## config.mk

```make
export PLATFORM = sky130hd
export DESIGN_NAME = pll_lock_seq
export DESIGN_NICKNAME = d
export VERILOG_FILES = /design/src/rtl/pll_seq_pkg.sv /design/src/rtl/sync2.sv /design/src/rtl/pll_lock_seq.sv
export SDC_FILE = /design/constraint.sdc
export NUM_CORES = 1
export LEC_CHECK = 0
export CORE_AREA = 2 2 70 72
export DETAILED_ROUTE_END_ITERATION = 8
export DIE_AREA = 0 0 72 74
export PLACE_DENSITY = 0.48
export SYNTH_ARGS = -nofsm -noshare
export SYNTH_HDL_FRONTEND = slang
export SYNTH_SLANG_ARGS = --single-unit
export TNS_END_PERCENT = 1
```

## constraint.sdc

```tcl
create_clock -name clock -period 1.7 [get_ports clock]
set_input_delay 0.17 -clock clock [delete_from_list [all_inputs] [get_ports clock]]
set_output_delay 0.17 -clock clock [all_outputs]
set_load 0.01 [all_outputs]
```

## src/rtl/pll_seq_pkg.sv

```systemverilog
// rtl/pll_seq_pkg.sv - state encoding, default timing and sizing helpers for pll_lock_seq
package pll_seq_pkg;

  typedef enum logic [2:0] {
    ST_RESET_PLL = 3'd0,
    ST_WAIT_LOCK = 3'd1,
    ST_STABLE    = 3'd2,
    ST_RUN       = 3'd3,
    ST_FAULT     = 3'd4
  } pll_state_e;

  // Defaults assume a 12 MHz reference clock.
  localparam int unsigned DEF_HOLD_CYCLES   = 12;     // 1 us
  localparam int unsigned DEF_LOCK_TIMEOUT  = 12000;  // 1 ms
  localparam int unsigned DEF_STABLE_CYCLES = 1200;   // 100 us
  localparam int unsigned DEF_MAX_RETRIES   = 3;

  function automatic int unsigned max3(input int unsigned a, input int unsigned b,
                                       input int unsigned c);
    int unsigned m;
    m = (a > b) ? a : b;
    return (m > c) ? m : c;
  endfunction

  // Bits needed to hold 0..max_val, never less than one.
  function automatic int unsigned cnt_width(input int unsigned max_val);
    return (max_val < 2) ? 1 : $clog2(max_val + 1);
  endfunction

endpackage

```

## src/rtl/sync2.sv

```systemverilog
// rtl/sync2.sv - two-flop synchronizer for a single asynchronous bit
// Ports:
//   clock  - destination clock
//   resetb - asynchronous active-low reset, clears both flops to 0
//   d      - asynchronous input
//   q      - synchronized output, two clock edges behind d
module sync2 (
  input  logic clock,
  input  logic resetb,
  input  logic d,
  output logic q
);

  logic meta_q;
  logic meta_d;
  logic sync_q;
  logic sync_d;

  always_comb begin
    meta_d = d;
    sync_d = meta_q;
  end

  always_ff @(posedge clock or negedge resetb) begin
    if (!resetb) begin
      meta_q <= 1'b0;
      sync_q <= 1'b0;
    end else begin
      meta_q <= meta_d;
      sync_q <= sync_d;
    end
  end

  assign q = sync_q;

endmodule

```

## src/rtl/pll_lock_seq.sv

```systemverilog
// rtl/pll_lock_seq.sv - PLL reset/lock sequencer with retry, fault and downstream reset release
// Ports:
//   clock      - PLL reference clock, the only clock in this block
//   resetb     - asynchronous active-low reset
//   locked     - PLL LOCK output, asynchronous to clock
//   restart    - synchronous request to re-run the sequence from RESET_PLL
//   pll_resetb - drives PLL RESETB, 0 holds the PLL in reset
//   sys_rst_n  - active-low reset for downstream logic, 1 only while running
//   ready      - high only in RUN
//   fault      - high only in FAULT
//   retries    - failed attempts in the current episode, saturating at 3
module pll_lock_seq
  import pll_seq_pkg::*;
#(
  parameter int unsigned HOLD_CYCLES   = DEF_HOLD_CYCLES,
  parameter int unsigned LOCK_TIMEOUT  = DEF_LOCK_TIMEOUT,
  parameter int unsigned STABLE_CYCLES = DEF_STABLE_CYCLES,
  parameter int unsigned MAX_RETRIES   = DEF_MAX_RETRIES
) (
  input  logic       clock,
  input  logic       resetb,
  input  logic       locked,
  input  logic       restart,
  output logic       pll_resetb,
  output logic       sys_rst_n,
  output logic       ready,
  output logic       fault,
  output logic [1:0] retries
);

  localparam int unsigned CNT_W = cnt_width(max3(HOLD_CYCLES, LOCK_TIMEOUT, STABLE_CYCLES));

  localparam logic [CNT_W-1:0] HOLD_LAST    = CNT_W'(HOLD_CYCLES - 1);
  localparam logic [CNT_W-1:0] TIMEOUT_LAST = CNT_W'(LOCK_TIMEOUT - 1);
  localparam logic [CNT_W-1:0] STABLE_LAST  = CNT_W'(STABLE_CYCLES - 1);
  localparam logic [CNT_W-1:0] CNT_SAT      = {CNT_W{1'b1}};

  // retries is only two bits wide, so a larger limit behaves as 3.
  localparam logic [1:0] RETRY_LIMIT = (MAX_RETRIES > 3) ? 2'd3 : 2'(MAX_RETRIES);

  logic locked_s;

  pll_state_e       state_q, state_d;
  logic [CNT_W-1:0] cnt_q, cnt_d;
  logic [1:0]       retries_q, retries_d;
  logic             pll_resetb_q, pll_resetb_d;
  logic             sys_rst_n_q, sys_rst_n_d;
  logic             ready_q, ready_d;
  logic             fault_q, fault_d;
  logic             attempt_failed;

  sync2 u_lock_sync (
    .clock  (clock),
    .resetb (resetb),
    .d      (locked),
    .q      (locked_s)
  );

  always_comb begin
    state_d        = state_q;
    retries_d      = retries_q;
    attempt_failed = 1'b0;

    if (restart) begin
      state_d   = ST_RESET_PLL;
      retries_d = 2'd0;
    end else begin
      case (state_q)
        ST_RESET_PLL: begin
          if (cnt_q == HOLD_LAST) state_d = ST_WAIT_LOCK;
        end
        ST_WAIT_LOCK: begin
          if (locked_s)                   state_d = ST_STABLE;
          else if (cnt_q == TIMEOUT_LAST) attempt_failed = 1'b1;
        end
        ST_STABLE: begin
          // Lock dropping out is checked before the release count so a drop on the
          // last stable cycle still counts as a failed attempt.
          if (!locked_s) begin
            attempt_failed = 1'b1;
          end else if (cnt_q == STABLE_LAST) begin
            state_d   = ST_RUN;
            retries_d = 2'd0;
          end
        end
        ST_RUN: begin
          // Losing lock after a good release starts a fresh episode, not a retry.
          if (!locked_s) begin
            state_d   = ST_RESET_PLL;
            retries_d = 2'd0;
          end
        end
        ST_FAULT: begin
          state_d = ST_FAULT;
        end
        default: begin
          state_d   = ST_RESET_PLL;
          retries_d = 2'd0;
        end
      endcase

      if (attempt_failed) begin
        if (retries_q >= RETRY_LIMIT) begin
          state_d = ST_FAULT;
        end else begin
          state_d = ST_RESET_PLL;
          if (retries_q != 2'd3) retries_d = retries_q + 2'd1;
        end
      end
    end
  end

  // One shared counter; a restart also clears it so RESET_PLL always gets a full hold.
  always_comb begin
    cnt_d = cnt_q;
    if (restart || (state_d != state_q)) cnt_d = '0;
    else if (cnt_q != CNT_SAT)           cnt_d = cnt_q + 1'b1;
  end

  // Outputs are decoded from the next state so they move on the same edge as the state.
  always_comb begin
    pll_resetb_d = !((state_d == ST_RESET_PLL) || (state_d == ST_FAULT));
    sys_rst_n_d  = (state_d == ST_RUN);
    ready_d      = (state_d == ST_RUN);
    fault_d      = (state_d == ST_FAULT);
  end

  always_ff @(posedge clock or negedge resetb) begin
    if (!resetb) begin
      state_q      <= ST_RESET_PLL;
      cnt_q        <= '0;
      retries_q    <= 2'd0;
      pll_resetb_q <= 1'b0;
      sys_rst_n_q  <= 1'b0;
      ready_q      <= 1'b0;
      fault_q      <= 1'b0;
    end else begin
      state_q      <= state_d;
      cnt_q        <= cnt_d;
      retries_q    <= retries_d;
      pll_resetb_q <= pll_resetb_d;
      sys_rst_n_q  <= sys_rst_n_d;
      ready_q      <= ready_d;
      fault_q      <= fault_d;
    end
  end

  assign pll_resetb = pll_resetb_q;
  assign sys_rst_n  = sys_rst_n_q;
  assign ready      = ready_q;
  assign fault      = fault_q;
  assign retries    = retries_q;

endmodule

```

==> metrics <==
Worst-Margin Slew=0.388 ns; CP Class=flip-flop to flip-flop; crit path from=cnt_q[8]; die area=0.00533 mm2; Ant. Diodes=0; maximum vdd drop=412 uV; initial DRC count=39; post-route cell area=0.00175 mm2; Initial Util=28.2%; P_leak=0.769 nW; Final ANT Viol Nets=0; Synth area leaders=dfrtp_1 (46%), nor2_1 (6.1%), xnor2_1 (4.1%), nor3_1 (3.9%), nand2_1 (3.2%); Slew headroom=73.9%; CP Data Required Time=1.86 ns; DR vias=1144; crit path cell chain=or4b_4, nor3_4, a31oi_4, or2_1, a31o_1; FF+latch count, synth=24; RSZ-0062 raised after global routing=yes; outcome=finished with violations; final clock skew=0.00232 ns; pre-CTS setup slack=-0.108 ns; clock buffer depth=2; GRT overflow=0; Post-layout nets=183; # setup viols final=19; Clk pin slew, worst setup/hold paths=0.08 ns; share of layout cells above drive strength 1=25.7%; TritonCTS Buffers=3; Die Ht=74 um; Syn Std Cell Area=0.00130 mm2; Post-CTS Repair Setup Buffers=0; DRT Pass-1 Iters=4; failing checks=negative setup slack; DRC viols=0; Placed Instance Area=0.00167 mm2; R2R Path Start=cnt_q[8]; Detail Placement HPWL=2300 um; fin worst setup slack=-0.157 ns; Area Overhead vs Synth=34.8%; GRT Total Usage=12.6%; final wirelength=3100 um; top_reg_cell synth=dfrtp_1; Setup crit start kind=flip-flop; Synth top area share=46.3%; Clk Latency, worst-skew pair=0.26 ns; Rows=25; critical path's largest stage delay=0.56 ns; yosys warns=0; Post-synth EDFFs=0; hold buffers post-CTS=0; minimum clock period=1.86 ns; max-cap check violation count=0; chip width=72 um; power per cell area=570 mW/mm2; H-tree depth=1; CP Capture Type=flip-flop; vias in the first global route=1114; Slew Viols, Final=0; ys async rst share=100%; DR vias/cell=5.00; Clk Tree Root Cell=clkbuf_8; Syn Inst Count=138; setup TNS=-2.18 ns; core area=0.00460 mm2; CTS tree=yes; clock sink total=24; gpl congestion=0.767; FMAX=0.539 GHz; Syn Area/Cell=9.40 um2; Final Hold Fails=0; largest area contributor in the netlist=dfrtp_1; slowest CP cell=or4b_4; Post-Syn Nets=144; synth unique cells=36; post-synthesis sequential area ratio=46.3%; Worst Path Arrival=2.01 ns; largest net degree at the start of global routing=25; Hold Path Class=input pin to async pin; I/O pin cnt=10; global-route wire length before repair=5230 um; routed wire length per instance=13.5 um; CP max FO=5; initial antenna violation count=0; Tcrit/Tclk final=109%; # port buffers=9
[routing by layer]
metal,vias up,GRT usage [%],share of wire (%)
met4,0,3.14,0.61
met1,556,16.6,47
met5,-,0,0
li1,566,-,-
met3,2,3.39,3.3
met2,20,20.9,49
[flip-flops by register name (all words and copies together) (netlist names)]
register and count:
cnt_q 14, state_q 3, retries 2, fault 1
pll_resetb 1, ready 1, u_lock_sync.meta_q 1, u_lock_sync.q 1
[cells in the mapped netlist (all sizes together), types with 2 or more instances]
cell type / count
mux2i: 3
nor2: 21
dfrtp: 24
nor4: 6
xnor2: 6
a211oi: 2
or2: 2
nor2b: 2
a21oi: 6
xor2: 4
nand3: 6
and3: 2
clkbuf: 3
buf: 3
nand4: 4
a31o: 2
nor3: 11
nand2: 11
o21ai: 3
nand2b: 5
ha: 2
[worst max-delay path, delay by kind of cell (launching register included)]
kind,cells,cell delay [ns]
AOI/OAI and AO/OA,2,0.31
and+or+nand+nor,3,1.04
DFF,1,0.41
[where the power goes]
group / internal [mW] / total (mW) / switching (mW)
sequential: 0.579 / 0.584 / 0.00564
combinational: 0.0379 / 0.0810 / 0.0431
clock: 0.158 / 0.332 / 0.173
total: 0.775 / 0.997 / 0.222
[repair_timing]
action                                  4_1_cts  5_1_grt
resized for setup                             1        7
endpoints found under the setup margin       20       20
pin swaps                                     0        8
endpoints found under the hold margin         0        0
[worst paths after layout]
| path | slack (ns) | cells past startpoint | end |
|---|---|---|---|
| worst min-delay path | 0.25 | 2 | retries[0] |
| worst min register to register | 0.36 | 0 | u_lock_sync.q |
| max in group asynchronous | 1.20 | 2 | cnt_q[10] |
| worst max register to register | -0.16 | 5 | retries[1] |
| worst max-delay path | -0.16 | 5 | retries[1] |
| min in group clock | 0.35 | 1 | u_lock_sync.meta_q |
[cells in the final DEF, fill, tap and decap left out, types with 2 or more instances in the layout]
cell             Yosys  final
clkdlybuf4s50_1      0      9
nand2_1             11     11
buf_4                1     30
nand4_1              3      3
a211oi_1             2      2
nor3_1              10     10
dfrtp_1             24     24
and3_1               2      2
o21ai_0              3      3
nor4_1               6      5
a21oi_2              0      2
clkbuf_8             0      3
nand2b_1             5      4
a31o_1               2      2
a21oi_1              6      4
xnor2_1              6      6
nor2_1              21     21
nor2b_1              2      2
xor2_1               4      4
mux2i_1              3      3
nand3_1              6      6
[cell type report]
class	count	area, um2
Sequential cell	24	601
Timing Repair Buffer	40	335
Fill cell	465	2850
Multi-Input combinational cell	108	704
Tap cell	54	67.6
Clock buffer	3	41.3
[cells by family after synthesis]
family,share of synthesized area (%)
AOI/OAI and AO/OA,10.0
adders and majority gates,1.93
buffers and inverters,2.70
and+or+nand+nor,30.0
xor gates and xnor gates,6.75
muxes,2.31
DFF,46.3
[per-stage QoR]
stage | cells | utilization (%) | power (mW) | hold slack, ns
after floorplan | 138 | - | 0.628 | -0.126
after global placement | 226 | 36.2 | 0.675 | 0.341
after detailed placement | 226 | 36.2 | 0.677 | 0.343
after CTS | 229 | 37.2 | 1.02 | 0.266
after global routing | 229 | 38.0 | 1.05 | 0.271
final | 229 | 38.0 | 0.997 | 0.255
No activity file was read; power rests on OpenSTA's default activity.
